===== src/rtl/mod10_pkg.sv =====
// Shared types and mod-10 arithmetic for the mod-10 counter command scheduler.
package mod10_pkg;

  localparam int MOD = 10;

  typedef enum logic [1:0] {
    OP_LOAD  = 2'd0,
    OP_UP    = 2'd1,
    OP_DOWN  = 2'd2,
    OP_CLEAR = 2'd3
  } op_e;

  typedef enum logic [1:0] {
    ST_CLR  = 2'd0,
    ST_IDLE = 2'd1,
    ST_EXEC = 2'd2,
    ST_RESP = 2'd3
  } state_e;

  // One mod-10 step in 4 bits; out-of-range values fold back into 0..9.
  function automatic logic [3:0] mod10_step(input logic [3:0] v, input logic up);
    if (up)
      mod10_step = (v >= 4'(MOD - 1)) ? 4'd0 : v + 4'd1;
    else
      mod10_step = ((v == 4'd0) || (v > 4'(MOD - 1))) ? 4'(MOD - 1) : v - 4'd1;
  endfunction

endpackage


===== src/rtl/mod10_rr_arb.sv =====
// Round-robin arbiter: search starts at the pointer, wraps upward; pointer moves past
// each granted winner.
module mod10_rr_arb #(
  parameter int N = 2,
  localparam int IW = $clog2(N)
) (
  input  logic          clk,
  input  logic          rst,
  input  logic [N-1:0]  req,
  input  logic          en,
  output logic [N-1:0]  gnt,
  output logic [IW-1:0] win_idx,
  output logic          win_any
);

  logic [IW-1:0] ptr_reg;

  always_comb begin
    win_any = 1'b0;
    win_idx = '0;
    for (int i = 0; i < N; i++) begin
      int c;
      c = int'(ptr_reg) + i;
      if (c >= N) c = c - N;
      if (!win_any && req[c]) begin
        win_any = 1'b1;
        win_idx = IW'(c);
      end
    end
  end

  genvar gi;
  generate
    for (gi = 0; gi < N; gi++) begin : g_gnt
      assign gnt[gi] = en && win_any && (win_idx == IW'(gi));
    end
  endgenerate

  always_ff @(posedge clk) begin
    if (rst)
      ptr_reg <= '0;
    else if (en && win_any)
      ptr_reg <= (win_idx == IW'(N - 1)) ? '0 : win_idx + 1'b1;
  end

endmodule


===== src/rtl/mod10_cmd_sched.sv =====
// Schedules LOAD/UP/DOWN/CLEAR commands onto an external mod-10 counter, one at a time,
// and checks the counter against a shadow copy when responding.
module mod10_cmd_sched
  import mod10_pkg::*;
#(
  parameter int NREQ  = 2,
  parameter int STEPW = 8,
  localparam int IW = $clog2(NREQ)
) (
  input  logic                  clk,
  input  logic                  rst,
  input  logic [NREQ-1:0]       req_valid,
  output logic [NREQ-1:0]       req_ready,
  input  logic [NREQ*2-1:0]     req_op,
  input  logic [NREQ*4-1:0]     req_arg,
  input  logic [NREQ*STEPW-1:0] req_steps,
  output logic                  cnt_rst,
  output logic                  cnt_mode,
  output logic                  cnt_load,
  output logic [3:0]            cnt_data_in,
  input  logic [3:0]            cnt_data_out,
  output logic                  rsp_valid,
  output logic [IW-1:0]         rsp_id,
  output logic [3:0]            rsp_value,
  output logic                  rsp_err
);

  state_e            state_reg, state_next;
  op_e               op_reg;
  logic [3:0]        arg_reg;
  logic [IW-1:0]     id_reg;
  logic [STEPW-1:0]  step_reg;
  logic [3:0]        shadow_reg;
  logic              bad_arg_reg;
  logic              pending_reg;

  logic [1:0]        op_arr    [NREQ];
  logic [3:0]        arg_arr   [NREQ];
  logic [STEPW-1:0]  steps_arr [NREQ];

  genvar gi;
  generate
    for (gi = 0; gi < NREQ; gi++) begin : g_payload
      assign op_arr[gi]    = req_op[gi*2 +: 2];
      assign arg_arr[gi]   = req_arg[gi*4 +: 4];
      assign steps_arr[gi] = req_steps[gi*STEPW +: STEPW];
    end
  endgenerate

  logic [IW-1:0]    win_idx;
  logic             win_any;
  logic             grant;
  op_e              sel_op;
  logic [3:0]       sel_arg;
  logic [STEPW-1:0] sel_steps;

  mod10_rr_arb #(.N(NREQ)) u_arb (
    .clk     (clk),
    .rst     (rst),
    .req     (req_valid),
    .en      (state_reg == ST_IDLE),
    .gnt     (req_ready),
    .win_idx (win_idx),
    .win_any (win_any)
  );

  assign grant     = |(req_valid & req_ready);
  assign sel_op    = op_e'(op_arr[win_idx]);
  assign sel_arg   = arg_arr[win_idx];
  assign sel_steps = steps_arr[win_idx];

  assign rsp_id    = id_reg;
  assign rsp_value = cnt_data_out;

  always_ff @(posedge clk) begin
    if (rst) state_reg <= ST_CLR;
    else     state_reg <= state_next;
  end

  // The counter has no enable, so every non-counting state reloads the shadow value.
  always_comb begin
    state_next  = state_reg;
    cnt_rst     = 1'b0;
    cnt_load    = 1'b1;
    cnt_mode    = 1'b0;
    cnt_data_in = shadow_reg;
    rsp_valid   = 1'b0;
    rsp_err     = 1'b0;
    case (state_reg)
      ST_CLR: begin
        cnt_rst     = 1'b1;
        cnt_load    = 1'b0;
        cnt_data_in = 4'd0;
        state_next  = pending_reg ? ST_RESP : ST_IDLE;
      end
      ST_IDLE: begin
        if (grant) begin
          case (sel_op)
            OP_LOAD:  state_next = (sel_arg > 4'(MOD - 1)) ? ST_RESP : ST_EXEC;
            OP_CLEAR: state_next = ST_CLR;
            default:  state_next = (sel_steps != '0) ? ST_EXEC : ST_RESP;
          endcase
        end
      end
      ST_EXEC: begin
        if (op_reg == OP_LOAD) begin
          cnt_data_in = arg_reg;
          state_next  = ST_RESP;
        end else begin
          cnt_load = 1'b0;
          cnt_mode = (op_reg == OP_UP);
          if (step_reg <= STEPW'(1)) state_next = ST_RESP;
        end
      end
      ST_RESP: begin
        rsp_valid  = 1'b1;
        rsp_err    = bad_arg_reg || (cnt_data_out != shadow_reg);
        state_next = ST_IDLE;
      end
      default: state_next = ST_CLR;
    endcase
  end

  always_ff @(posedge clk) begin
    if (rst) begin
      op_reg      <= OP_LOAD;
      arg_reg     <= 4'd0;
      id_reg      <= '0;
      step_reg    <= '0;
      shadow_reg  <= 4'd0;
      bad_arg_reg <= 1'b0;
      pending_reg <= 1'b0;
    end else begin
      case (state_reg)
        ST_IDLE: begin
          if (grant) begin
            op_reg      <= sel_op;
            arg_reg     <= sel_arg;
            id_reg      <= win_idx;
            step_reg    <= sel_steps;
            bad_arg_reg <= (sel_op == OP_LOAD) && (sel_arg > 4'(MOD - 1));
            pending_reg <= 1'b1;
          end
        end
        ST_CLR: shadow_reg <= 4'd0;
        ST_EXEC: begin
          if (op_reg == OP_LOAD) begin
            shadow_reg <= arg_reg;
          end else begin
            shadow_reg <= mod10_step(shadow_reg, op_reg == OP_UP);
            step_reg   <= step_reg - 1'b1;
          end
        end
        ST_RESP: pending_reg <= 1'b0;
        default: ;
      endcase
    end
  end

endmodule


===== config.mk =====
export PLATFORM = sky130hd
export DESIGN_NAME = mod10_cmd_sched
export DESIGN_NICKNAME = d
export VERILOG_FILES = /design/src/rtl/mod10_pkg.sv /design/src/rtl/mod10_rr_arb.sv /design/src/rtl/mod10_cmd_sched.sv
export SDC_FILE = /design/constraint.sdc
export NUM_CORES = 1
export LEC_CHECK = 0
export CAP_MARGIN = 10
export CORE_MARGIN = 1
export CORE_UTILIZATION = 50
export CTS_CLUSTER_DIAMETER = 100
export DETAILED_ROUTE_END_ITERATION = 6
export DONT_BUFFER_PORTS = 1
export PLACE_DENSITY_LB_ADDON = 0.2
export RECOVER_POWER = 25
export SLEW_MARGIN = 20
export SYNTH_ARGS = -nofsm -noshare
export SYNTH_HDL_FRONTEND = slang
export SYNTH_SLANG_ARGS = --single-unit

===== constraint.sdc =====
create_clock -name clk -period 2 [get_ports clk]
set_input_delay 0.3 -clock clk [delete_from_list [all_inputs] [get_ports clk]]
set_output_delay 0.3 -clock clk [all_outputs]
set_load 0.1 [all_outputs]

# Word level (Yosys, flattened, before mapping)
# Cells that the tools add are included.
op_classes:
  bitwise: 3
  n_eq_ne: 9
  n_reduce_logical: 21
  n_mux: 49
  order_cmp: 9
  add_sub_neg: 7
op_table:
  columns: ["cell", "n"]
  rows:
  - ["32-bit by 3-bit < comparator with 1-bit output (second input constant)", 2]
  - ["32-bit two-way mux", 2]
  - ["8-bit two-way mux", 5]
  - ["32-bit by 3-bit greater-or-equal comparator with 1-bit output (second input constant)", 1]
  - ["4-bit two-way mux", 8]
  - ["32-bit by 3-bit subtractor with 32-bit output (second input constant)", 1]
  - ["1-bit two-way mux", 20]
  - ["4-bit case mux with 2 select lines", 2]
  - ["8-bit case mux with 2 select lines", 1]
  - ["2-bit two-way mux", 7]
  - ["4-bit greater-than comparator (second input constant)", 2]
  - ["8-bit by 1-bit <= comparator with 1-bit output (second input constant)", 1]
  - ["2-bit case mux with 4 select lines", 1]
  - ["8-bit nonzero test", 1]
  - ["8-bit by 1-bit subtractor with 8-bit output (second input constant)", 1]
  - ["2-bit == test (second input constant)", 3]
  - ["2-bit zero test", 3]
  - ["2-bit AND reduction", 3]
  - ["2-bit nonzero test", 3]
  - ["1-bit logical AND", 5]
  - ["4-bit by 1-bit adder with 4-bit output (second input constant)", 1]
  - ["2-bit by 1-bit == test with 1-bit output (second input constant)", 2]
  - ["4-bit greater-or-equal comparator (second input constant)", 1]
  - ["4-bit zero test", 1]
  - ["other kinds (18)", 21]
word_totals:
  output_inout_bits: 16
  reg_bits: 24
  inputBits: 36

# Longest topological paths before layout
logic_depth:
  depth_word: 18
  ltp_mapped: 9
  mapped_depth_nobuf: 8

# Cells and area by module
# A second synthesis with hierarchy kept.
hier_totals:
  hier_cells: 240
  hier_area_um2: 1865.5
modules_own_cells:
  columns: ["mod", "n_inst", "cells_each", "area_each_um2"]
  rows:
  - ["mod10_cmd_sched", 1, 231, 1796.7]
  - ["mod10_rr_arb", 1, 9, 68.8]

# Worst setup path after synthesis
# OpenSTA, ideal clock, no wires.
synth_path:
  path_kind: "flip-flop to output port"
  start: "reg shadow_reg[0]"
  end: "out rsp_err"
  path_stages_with_launch: 5
  slack_ps: -569
  t_arrival_ps: 2269
  required_ps: 1700
  n_path_buf: 1
  cell_sequence: "dfxtp_1 clkbuf_1 xor2_1 nor2_1 a21oi_1"
synth_between:
  elab_chain_cells: 3
synth_rtl:
  columns: ["element", "line", "rtl"]
  rows:
  - ["start: declaration", "mod10_cmd_sched.sv:33", "logic [3:0] shadow_reg;"]
  - ["start signal: assignment", "mod10_cmd_sched.sv:148", "shadow_reg <= arg_reg;"]
  - ["start signal: assignment", "mod10_cmd_sched.sv:150", "shadow_reg <= mod10_step(shadow_reg, op_reg == OP_UP);"]
  - ["4-bit inequality test", "mod10_cmd_sched.sv:117", "rsp_err = bad_arg_reg || (cnt_data_out != shadow_reg);"]
  - ["1-bit logical OR", "mod10_cmd_sched.sv:117", null]
  - ["1-bit two-way mux", "mod10_cmd_sched.sv:89", "case (state_reg)"]
  - ["end: declaration", "mod10_cmd_sched.sv:25", "output logic rsp_err"]
# No other way between the ends.

# Worst setup path after layout
layout_path:
  start: "reg u_arb.ptr_reg"
  end: "reg state_reg[0]"
layout_between:
  elab_chain_cells: 18
  word_cells_on_any_way: 46
  cone_classes: "add/sub: 3; order compare: 3; eq/ne: 2; mux: 26; bitwise: 3; reduce/logical: 9"
layout_rtl:
  columns: ["element", "line", "rtl"]
  rows:
  - ["start: declaration", "mod10_rr_arb.sv:16", "logic [IW-1:0] ptr_reg;"]
  - ["start signal: assignment", "mod10_rr_arb.sv:43", "ptr_reg <= (win_idx == IW'(N - 1)) ? '0 : win_idx + 1'b1;"]
  - ["parallel branches: the longest is 18 deep, another holds 32-bit by 3-bit subtractor with 32-bit output", null, null]
  - ["end signal: assignment", "mod10_cmd_sched.sv:77", "else state_reg <= state_next;"]
  - ["end: declaration", "mod10_cmd_sched.sv:28", "state_e state_reg, state_next;"]
# Several ways; the timed one is not identified. The select of a mux whose other input is x is not followed.
# A chain may end at the register's enable or synchronous reset.

==> metrics.md <==
| Metric | Value |
|---|---|
| Critical path destination | `state_reg[0]` |
| Worst skew pair latency | `330 ps` |
| Final setup violation count | `0` |
| Max Slew Vio Count | `0` |
| Max Root-Sink Buffers | `2` |
| Via count | `1766` |
| Main synth FF type | `dfxtp_1` |
| FFs w/ async S/R, synth | `0%` |
| Util after Layout | `61.8%` |
| Avg Synthesized Cell Area | `8.05 µm²` |
| Worst clock skew | `16.0 ps` |
| Rel. slew slack | `62.5%` |
| Placed Cells | `268` |
| ANT cells | `0` |
| Max Clock Freq | `521 MHz` |
| Power per cell area | `735 nW/µm²` |
| Initial antenna violation count | `0` |
| Fin area | `2080 µm²` |
| Antenna Nets Post-Route | `0` |
| CP required | `2250 ps` |
| Period minus WS final | `1920 ps` |
| Initial Util | `52.6%` |
| CTS HTree Levels | `1` |
| Largest net degree at the start of global routing | `25` |
| Final hold violations | `0` |
| Number of synthesized flops with an enable pin | `0` |
| Pre-CTS setup slack | `57.2 ps` |
| Sequential share of power | `39.7%` |
| Worst Tran Pin Value | `563 ps` |
| Worst min path class | `in2reg` |
| Num CTS Buffers | `3` |
| Global Route Usage Sum | `26.3%` |
| R2R depth | `7` |
| Die Ht | `61.5 µm` |
| Routed wire length | `4810 µm` |
| Die W | `61.5 µm` |
| Maximum fanout along the worst path | `3` |
| Fin cells | `276` |
| Clock Power Share | `17.6%` |
| Largest register FFs | `8` |
| Iter 0 DRT Violations | `167` |
| Mapped Area | `1770 µm²` |
| Nets | `274` |
| I/O pin total | `52` |
| CTS sink cnt | `24` |
| Critical path class | `reg2reg` |
| Filler Cell Count | `326` |
| First-pass GRT wire length | `7420 µm` |
| Worst setup margin | `82.4 ps` |
| Clk slew on worst S/H paths | `150 ps` |
| Syn nets | `263` |
| Switch share | `41.6%` |
| Vias in the first global route | `1676` |
| Vias per cell | `6.40` |
| R2R Setup Slk | `80 ps` |
| Area grow syn2layout | `17.5%` |
| Yosys warning count | `0` |
| Critical path origin | `u_arb.ptr_reg` |
| Area of the multi-input gates | `1180 µm²` |
| CTS tree | `yes` |
| Count of input and output buffers | `0` |
| Register bit total from synthesis | `24` |
| VDD IR max | `0.544 mV` |
| Wire per inst | `17.4 µm` |
| Worst Path Arrival | `2170 ps` |
| Yosys cell types | `52` |
| Tcrit/Tclk final | `95.9%` |
| Remaining DRCs | `0` |
| Sequential cell area | `498 µm²` |
| Grt total ovfl | `0` |
| PnR Total Power | `1.53 mW` |
| Sequential fraction of the synthesis area | `27.1%` |
| Pre-Repair DR Iteration Count | `4` |
| Reg-to-reg endpoint | `state_reg[0]` |
| Switching power | `0.635 mW` |
| RePlAce Congestion | `0.893` |
| Core Area | `3360 µm²` |
| Root buffer cell | `clkbuf_4` |
| Synth Instances | `220` |
| CP endpoint kind | `flip-flop` |
| Int Pwr | `0.893 mW` |
| Logic pwr share | `42.7%` |
| # rows | `21` |
| Placed instance area | `1990 µm²` |
| Total die area | `3780 µm²` |
| DP Wirelength | `3540 µm` |
| CP Launch Type | `flip-flop` |
| Outcome | `finished clean` |
| FF-to-FF Start | `u_arb.ptr_reg` |
| Pleak | `0.839 nW` |
| Share of layout cells above drive strength 1 | `26.1%` |
| Max-cap check violation count | `0` |
==> critical path: stages (launching register included) <==
cell and delay [ps]:
dfxtp_2 360, o21ai_4 200, mux2i_2 260, ha_2 210, o211ai_1 80, mux2_4 280
o221a_1 260, a221oi_2 200
==> what timing repair did <==
| action | 4_1_cts | 5_1_grt |
|---|---|---|
| pin swaps | 0 | 6 |
| resized for setup | 6 | 8 |
| setup endpoints to repair | 6 | 8 |
| hold buffers | 0 | 1 |
| endpoints found under the hold margin | 0 | 2 |
| setup buffers | 1 | 2 |
| cloned | 0 | 0 |
==> cells in the mapped netlist (all sizes together) (2+ instances only) <==
library cell   n  area share [%]
xor2           4             2.0
nand3b         2            0.85
mux2           6             3.8
a31oi          2            0.71
nand2b         3             1.1
nor4           4             1.8
nor2          26             5.5
a211oi         7             3.0
o21ai         17             5.4
o21a           2            0.85
nor3           7             2.0
a32o           7             4.0
mux2i          9             5.1
o32ai          2            0.99
a21oi         11             3.1
ha             7             4.9
nor2b          3             1.1
buf           13             4.9
a221oi         2             1.3
nand2         17             4.0
nand4b         2            0.99
clkbuf         4            0.85
dfxtp         24              27
o311ai         2            0.99
o211ai         7             3.0
inv           12             2.5
nand4          2            0.71
==> worst min-delay path by stage <==
stage                   end        start  slack (ps)  cells after the start
6_report          op_reg[1]          rst          10                      1
5_1_grt           op_reg[1]          rst           1                      1
4_1_cts        state_reg[0]          rst           6                      1
3_5_place_dp   state_reg[0]          rst         370                      1
3_3_place_gp   state_reg[0]          rst         370                      1
2_1_floorplan   pending_reg  pending_reg         440                      2
==> cell usage in the layout (no fill, tap or decap), types with 3 or more instances in the layout <==
cell type	count
o21ai_0	13
mux2_2	5
nor4_1	3
nor3_1	7
dfxtp_2	5
clkbuf_4	3
a32o_2	4
a21oi_1	10
ha_1	6
xor2_1	4
inv_1	11
dfxtp_1	16
nor2_1	23
nand2b_1	3
mux2i_1	7
buf_12	6
a211oi_1	7
a32o_1	3
nor2_2	3
buf_4	15
o211ai_1	7
nand2_1	16
dfxtp_4	3
==> power by group through the flow <==
stage	Combinational (mW)	Sequential, mW	Clock (mW)
finish	0.653	0.606	0.270
global route	0.706	0.614	0.291
CTS	0.636	0.603	0.271
detailed placement	0.622	0.616	0
global placement	0.611	0.612	0
floorplan	0.548	0.585	0
==> metrics by stage <==
| step | setup TNS, ps | hold WS [ps] |
|---|---|---|
| global route | -10.6 | 1.10 |
| global placement | 0 | 372 |
| floorplan | -142 | 437 |
| finish | 0 | 13.1 |
| CTS | 0 | 6.23 |
| detailed placement | 0 | 371 |
==> logic make-up (layout without fill, tap and decap cells) <==
family	count (synthesis)	in the layout	share of synthesized area, %
buf+inv	29	39	8.27
flops	24	24	27.1
fa+ha+maj	7	7	4.95
compound gates	70	70	28.7
mux	15	15	8.90
xor+xnor	4	4	1.98
simple gates	71	71	20.1
==> per-layer routing <==
layer  up-vias  part of all wire [%]  GRT usage [%]
li1        834                     -              -
met5         -                     0              0
met4         0                   3.0           8.89
met2        95                    50           46.4
met1       819                    39           31.7
met3        18                   7.6           5.46
==> layout make-up <==
| cell class | instances | area share, % |
|---|---|---|
| tap | 46 | 2.77 |
| multi-input combinational | 167 | 56.9 |
| clock buffer | 4 | 1.74 |
| timing repair buffer | 23 | 11.9 |
| inverter | 12 | 2.77 |
| sequential | 24 | 23.9 |
No activity file was read; power rests on OpenSTA's default activity.
